==> src/rtl/lsu_subword_rmw_if.sv <==
// Request/response and word-memory bus for the sub-word load/store unit.
// slave  : the LSU itself.
// master : the core + data memory side (testbench).
interface lsu_subword_rmw_if #(
  parameter int DM_ADDRESS = 9,
  parameter int DATA_W     = 32
);
  logic                  req_valid;
  logic                  req_ready;
  logic                  MemRead;
  logic                  MemWrite;
  logic [2:0]            Funct3;
  logic [DM_ADDRESS-1:0] addr;
  logic [DATA_W-1:0]     wdata;
  logic                  resp_valid;
  logic                  resp_err;
  logic [DATA_W-1:0]     rdata;
  logic [DM_ADDRESS-1:0] mem_addr;
  logic                  mem_re;
  logic [3:0]            mem_Wr;
  logic [DATA_W-1:0]     mem_wdata;
  logic [DATA_W-1:0]     mem_rdata;

  modport slave (
    input  req_valid, MemRead, MemWrite, Funct3, addr, wdata, mem_rdata,
    output req_ready, resp_valid, resp_err, rdata, mem_addr, mem_re, mem_Wr, mem_wdata
  );

  modport master (
    output req_valid, MemRead, MemWrite, Funct3, addr, wdata, mem_rdata,
    input  req_ready, resp_valid, resp_err, rdata, mem_addr, mem_re, mem_Wr, mem_wdata
  );
endinterface

==> src/rtl/lsu_subword_rmw.sv <==
// RV32I load/store requester in front of a word-only data memory.
// Sub-word loads are extracted and extended; SB/SH are done as a
// read-modify-write because the memory can only write whole words.
// Only DATA_W = 32 is supported (lane logic is written for 4 bytes).
module lsu_subword_rmw #(
  parameter int DM_ADDRESS = 9,
  parameter int DATA_W     = 32
) (
  input  logic            clk,
  input  logic            rst_n,
  lsu_subword_rmw_if.slave bus
);

  typedef enum logic [2:0] {IDLE, RD, DATA, WR, RESP} state_t;

  state_t                state_q, state_d;
  logic [2:0]            f3_q, f3_d;
  logic [1:0]            boff_q, boff_d;
  logic [DATA_W-1:0]     wdata_q, wdata_d;
  logic                  store_q, store_d;
  logic                  err_q, err_d;
  logic [DM_ADDRESS-1:0] mem_addr_q, mem_addr_d;
  logic [DATA_W-1:0]     mem_wdata_q, mem_wdata_d;
  logic [DATA_W-1:0]     rdata_q, rdata_d;

  logic                  accept, req_err, f3_bad, misal;
  logic [7:0]            ld_byte;
  logic [15:0]           ld_half;
  logic [DATA_W-1:0]     load_ext, merged;

  // Accept qualification and legality of the incoming request
  always_comb begin
    accept = (state_q == IDLE) && bus.req_valid && (bus.MemRead || bus.MemWrite);
    f3_bad = 1'b0;
    if (bus.MemRead && bus.MemWrite)
      f3_bad = 1'b1;
    else if (bus.MemRead)
      f3_bad = (bus.Funct3 == 3'b011) || (bus.Funct3[2:1] == 2'b11);
    else
      f3_bad = (bus.Funct3 > 3'b010);
    // size is encoded in Funct3[1:0]: 01 halfword, 10 word
    misal = ((bus.Funct3[1:0] == 2'b01) && bus.addr[0]) ||
            ((bus.Funct3[1:0] == 2'b10) && (bus.addr[1:0] != 2'b00));
    req_err = f3_bad || misal;
  end

  // Load lane extraction and store lane merge on the returned word
  always_comb begin
    ld_byte = bus.mem_rdata[{boff_q, 3'b000} +: 8];
    ld_half = boff_q[1] ? bus.mem_rdata[31:16] : bus.mem_rdata[15:0];
    case (f3_q)
      3'b000:  load_ext = {{24{ld_byte[7]}}, ld_byte};
      3'b100:  load_ext = {24'b0, ld_byte};
      3'b001:  load_ext = {{16{ld_half[15]}}, ld_half};
      3'b101:  load_ext = {16'b0, ld_half};
      default: load_ext = bus.mem_rdata;
    endcase
    merged = bus.mem_rdata;
    for (int i = 0; i < 4; i++) begin
      if ((f3_q[1:0] == 2'b00) && (boff_q == 2'(i)))
        merged[8*i +: 8] = wdata_q[7:0];
      if ((f3_q[1:0] == 2'b01) && (boff_q[1] == i[1]))
        merged[8*i +: 8] = wdata_q[8*(i%2) +: 8];
    end
  end

  // FSM next state: SW skips the read, sub-word stores take the RMW path
  always_comb begin
    state_d = state_q;
    case (state_q)
      IDLE: if (accept) begin
        if (req_err)                                   state_d = RESP;
        else if (bus.MemWrite && bus.Funct3 == 3'b010) state_d = WR;
        else                                           state_d = RD;
      end
      RD:      state_d = DATA;
      DATA:    state_d = store_q ? WR : RESP;
      WR:      state_d = RESP;
      RESP:    state_d = IDLE;
      default: state_d = IDLE;
    endcase
  end

  // Datapath next state: latch on accept, capture/merge in DATA, clear rdata for stores/errors
  always_comb begin
    f3_d        = f3_q;
    boff_d      = boff_q;
    wdata_d     = wdata_q;
    store_d     = store_q;
    err_d       = err_q;
    mem_addr_d  = mem_addr_q;
    mem_wdata_d = mem_wdata_q;
    rdata_d     = rdata_q;
    case (state_q)
      IDLE: if (accept) begin
        f3_d    = bus.Funct3;
        boff_d  = bus.addr[1:0];
        wdata_d = bus.wdata;
        store_d = bus.MemWrite;
        err_d   = req_err;
        if (req_err) begin
          rdata_d = '0;
        end else begin
          // mem_addr only moves for requests that touch memory
          mem_addr_d  = {bus.addr[DM_ADDRESS-1:2], 2'b00};
          mem_wdata_d = bus.wdata;
        end
      end
      DATA: begin
        if (store_q) mem_wdata_d = merged;
        else         rdata_d     = load_ext;
      end
      WR:      rdata_d = '0;
      default: ;
    endcase
  end

  // State register; async reset returns to IDLE so mem_Wr drops at once
  always_ff @(posedge clk or negedge rst_n) begin
    if (!rst_n) state_q <= IDLE;
    else        state_q <= state_d;
  end

  // Datapath registers
  always_ff @(posedge clk or negedge rst_n) begin
    if (!rst_n) begin
      f3_q        <= '0;
      boff_q      <= '0;
      wdata_q     <= '0;
      store_q     <= 1'b0;
      err_q       <= 1'b0;
      mem_addr_q  <= '0;
      mem_wdata_q <= '0;
      rdata_q     <= '0;
    end else begin
      f3_q        <= f3_d;
      boff_q      <= boff_d;
      wdata_q     <= wdata_d;
      store_q     <= store_d;
      err_q       <= err_d;
      mem_addr_q  <= mem_addr_d;
      mem_wdata_q <= mem_wdata_d;
      rdata_q     <= rdata_d;
    end
  end

  // Strobes decode straight from state so they never overlap
  assign bus.req_ready  = (state_q == IDLE);
  assign bus.mem_re     = (state_q == RD);
  assign bus.mem_Wr     = (state_q == WR) ? 4'b1111 : 4'b0000;
  assign bus.resp_valid = (state_q == RESP);
  assign bus.resp_err   = (state_q == RESP) && err_q;
  assign bus.rdata      = rdata_q;
  assign bus.mem_addr   = mem_addr_q;
  assign bus.mem_wdata  = mem_wdata_q;

endmodule

==> src/flat_wrapper.sv <==
// flat-port wrapper written by rule: the top's interface ports become plain ports
module lsu_subword_rmw_flat 
#(
  parameter int DM_ADDRESS = 9,
  parameter int DATA_W     = 32
)
  (clk, rst_n, bus_req_valid, bus_MemRead, bus_MemWrite, bus_Funct3, bus_addr, bus_wdata, bus_mem_rdata, bus_req_ready, bus_resp_valid, bus_resp_err, bus_rdata, bus_mem_addr, bus_mem_re, bus_mem_Wr, bus_mem_wdata);
  lsu_subword_rmw_if #(.DM_ADDRESS(DM_ADDRESS), .DATA_W(DATA_W)) bus_i ();
  input  logic clk;
  input  logic rst_n;
  input wire logic [$bits(bus_i.req_valid)-1:0] bus_req_valid;
  input wire logic [$bits(bus_i.MemRead)-1:0] bus_MemRead;
  input wire logic [$bits(bus_i.MemWrite)-1:0] bus_MemWrite;
  input wire logic [$bits(bus_i.Funct3)-1:0] bus_Funct3;
  input wire logic [$bits(bus_i.addr)-1:0] bus_addr;
  input wire logic [$bits(bus_i.wdata)-1:0] bus_wdata;
  input wire logic [$bits(bus_i.mem_rdata)-1:0] bus_mem_rdata;
  output wire logic [$bits(bus_i.req_ready)-1:0] bus_req_ready;
  output wire logic [$bits(bus_i.resp_valid)-1:0] bus_resp_valid;
  output wire logic [$bits(bus_i.resp_err)-1:0] bus_resp_err;
  output wire logic [$bits(bus_i.rdata)-1:0] bus_rdata;
  output wire logic [$bits(bus_i.mem_addr)-1:0] bus_mem_addr;
  output wire logic [$bits(bus_i.mem_re)-1:0] bus_mem_re;
  output wire logic [$bits(bus_i.mem_Wr)-1:0] bus_mem_Wr;
  output wire logic [$bits(bus_i.mem_wdata)-1:0] bus_mem_wdata;
  assign bus_i.req_valid = bus_req_valid;
  assign bus_i.MemRead = bus_MemRead;
  assign bus_i.MemWrite = bus_MemWrite;
  assign bus_i.Funct3 = bus_Funct3;
  assign bus_i.addr = bus_addr;
  assign bus_i.wdata = bus_wdata;
  assign bus_i.mem_rdata = bus_mem_rdata;
  assign bus_req_ready = bus_i.req_ready;
  assign bus_resp_valid = bus_i.resp_valid;
  assign bus_resp_err = bus_i.resp_err;
  assign bus_rdata = bus_i.rdata;
  assign bus_mem_addr = bus_i.mem_addr;
  assign bus_mem_re = bus_i.mem_re;
  assign bus_mem_Wr = bus_i.mem_Wr;
  assign bus_mem_wdata = bus_i.mem_wdata;
  lsu_subword_rmw #(.DM_ADDRESS(DM_ADDRESS), .DATA_W(DATA_W)) u_core (.clk(clk), .rst_n(rst_n), .bus(bus_i));
endmodule
==> config.mk <==
export PLATFORM = sky130hd
export DESIGN_NAME = lsu_subword_rmw_flat
export DESIGN_NICKNAME = d
export VERILOG_FILES = /design/src/rtl/lsu_subword_rmw_if.sv /design/src/rtl/lsu_subword_rmw.sv /design/src/flat_wrapper.sv
export SDC_FILE = /design/constraint.sdc
export NUM_CORES = 1
export LEC_CHECK = 0
export ABC_AREA = 1
export BUFFER_PORTS_ARGS = -buffer_cell sky130_fd_sc_hd__buf_4
export CAP_MARGIN = 20
export CORE_MARGIN = 5
export CORE_UTILIZATION = 47
export CTS_CLUSTER_SIZE = 20
export DETAILED_ROUTE_END_ITERATION = 16
export PLACE_DENSITY = 0.79
export SKIP_LAST_GASP = 1
export SYNTH_ARGS = -nofsm -noshare
export SYNTH_HDL_FRONTEND = slang
export SYNTH_SLANG_ARGS = --single-unit
export TNS_END_PERCENT = 30
==> constraint.sdc <==
create_clock -name clk -period 1.5 [get_ports clk]
set_clock_uncertainty 0.2 [all_clocks]
set_input_delay 0 -clock clk [delete_from_list [all_inputs] [get_ports clk]]
set_output_delay 0 -clock clk [all_outputs]
set_load 0.1 [all_outputs]
==> out/metrics.yaml <==
min_path_type: "in2reg"
cts_root_buf: "clkbuf_16"
startpoint_type: "register"
drv_slew: 0
vias: 6558
avgSynthCellArea_um2: 6.84
grt.total_usage_pct: 29.4
timing.final.ws_setup_ps: -388
synthFlopType: "dfrtp_1"
dp.final_hpwl_mm: 13.8
die_h_um: 119
synth.area.top_cells: "dfrtp_1 44%, nand2_1 29%, nand3_1 7.4%, inv_1 2.8%, o21ai_0 2.3%"
synth_cell_types: 29
drt_pass1_iterations: 7
dpl_cell_area_um2: 7340
die_w_um: 119
synthCells: 811
cp-end-kind: "register"
cts_buffer_depth: 2
wirelength_mm: 22.4
initial_core_util_pct: 48.2
power_density_nw_per_um2: 2290
seq_area_frac_synth_pct: 43.8
grt_pass1_wl_mm: 32.8
synth_compound_area_share_pct: 4.67
hold_violations: 1
final_cell_mix: "421 x nand2_1, 211 x buf_4, 95 x dfrtp_1"
die_area_um2: 14100
ir_drop_v: 0.00208
vias_per_cell: 5.26
rsz0062_at_grt: "true"
cts_tree: "yes"
synth-async-reset-ratio_pct: 100
setup_viol: 105
synthMuxAreaShare_pct: 0
synth-adder-area-share_pct: 0
globalRouteOverflowTotal: 0
ys_seq_elements: 97
wl_per_cell_um: 17.9
final_common_cell: "nand2_1"
synth_top_area_share_pct: 43.8
grt_pass1_vias: 6239
syn_area_um2: 5550
antenna_found_initial: 0
cts.sinks: 97
ys_warn_count: 0
h-tree-depth: 3
synth_xor_xnor_area_share_pct: 0
grt_max_degree: 41
drive_gt1_share_pct: 27.3
io_buffer_count: 159
status: "complete, but fails checks"
syn2layout_area_growth_pct: 58.9
filler_cell_count: 823
synth_top_family_by_area: "simple AND/OR/NAND/NOR gates"
cap_violations: 0
synth_edf_count: 0
clk_pin_slew_worst_paths_ps: 70
clock.fmax_mhz: 530
pin_count: 162
routabilityCongestion: 0.984
fin_hold_ws_ps: -85.4
finalCritPeriodShare_pct: 126
cts_buffers: 9
critPathArrivalTime_ps: 1920
drc: 0
crit_type: "reg2reg"
clkLatencyLatePin_ps: 350
required_ps: 1530
ctsHoldBuffers: 79
drtAntennaViolNets: 0
cellLeakagePower_uw: 0.00485
path_max_fanout: 32
nets: 1181
dr.first_iter.drc_count: 736
post-route-min-period_ps: 1890
coreArea_um2: 11500
synthSimpleGateAreaFrac_pct: 43.5
synth_top_cell_by_area: "dfrtp_1"
fin_area_um2: 8810
rows: 39
violations: "negative hold slack, negative setup slack"
-- registers in the layout, indices dropped and copies added (netlist names) --
name,flops
u_core.wdata_q,16
u_core.state_q,3
u_core.bus.mem_wdata,32
u_core.err_q,1
u_core.boff_q,2
u_core.f3_q,3
u_core.store_q,1
u_core.bus.rdata,32
u_core.bus.mem_addr,7
-- cell type report --
class	count	area, um2	area share [%]
clock inverters	3	67.6	0.767
inverters	54	215	2.44
repair buffers	317	2890	32.8
multi-input cells	621	2790	31.7
well taps	143	179	2.03
flip-flops and latches	97	2430	27.6
clock buffers	11	233	2.64
diodes	1	2.50	0.0284
-- what timing repair did --
action,4_1_cts,5_1_grt
hold endpoints to repair,191,1
gates cloned,1,6
resized for setup,21,16
pin swaps,11,7
setup buffers,6,2
setup endpoints to repair,103,105
-- per-stage QoR --
step           std cells  worst slack (ps)  utilization [%]  power [uW]  setup TNS (ps)
2_1_floorplan        812              -663                -       13000          -62600
3_3_place_gp        1138              -198             63.8       16300          -14270
3_5_place_dp        1138              -233             63.8       16400          -15770
4_1_cts             1238              -202             74.6       19300          -16390
5_1_grt             1246              -459             76.5       21000          -37710
6_report            1247              -388             76.5       20100          -31020
-- report_power, final --
group	internal [uW]	total, uW	switching (uW)
logic	3820	13400	9600
clock network	1450	2430	986
registers	3590	4290	702
-- kinds of logic (layout without fill, tap and decap cells) --
family          Yosys count  in the layout
other cells               1              3
simple gates            568            568
compound gates           51             51
flops                    97             97
buf+inv                  94            385
-- routing by layer --
layer | up-vias | global-route usage, % | wire length [um]
met1 | 2985 | 38.2 | 8950
met3 | 80 | 4.92 | 1750
met5 | - | 0 | 0
li1 | 3117 | - | -
met4 | 0 | 13.5 | 904
met2 | 376 | 48.1 | 10800
-- cell usage after synthesis, types with 9 or more instances --
| cell | count |
|---|---|
| nand2_2 | 9 |
| inv_1 | 41 |
| buf_4 | 13 |
| buf_2 | 19 |
| dfrtp_1 | 97 |
| inv_2 | 10 |
| nand3_1 | 82 |
| a21oi_1 | 21 |
| nor2_1 | 17 |
| o21ai_0 | 26 |
| nand2_1 | 425 |
-- path summary, 6_finish.rpt --
check / startpoint / to / slack, ps / cells after the start
max: u_core.state_q[0] / u_core.bus.mem_wdata[29] / -390 / 10
min: bus_Funct3[2] / u_core.state_q[1] / -90 / 5
max reg2reg: u_core.state_q[0] / u_core.bus.mem_wdata[29] / -390 / 10
min reg2reg: u_core.bus.rdata[7] / u_core.bus.rdata[7] / 280 / 2
max in group asynchronous: rst_n / u_core.bus.rdata[15] / 120 / 4
min in group asynchronous: rst_n / u_core.bus.mem_wdata[21] / 450 / 3
-- worst max-delay path, cell delays in order, from the launching register on --
cell     delay, ps
dfrtp_1        410
inv_2          120
nand2_4         80
nor2_4         160
buf_6          140
nand3_4         70
nand2_2        110
nand2_4         90
buf_12         180
nand2_1        110
nand2_1         80
No activity file was read; power rests on OpenSTA's default activity.
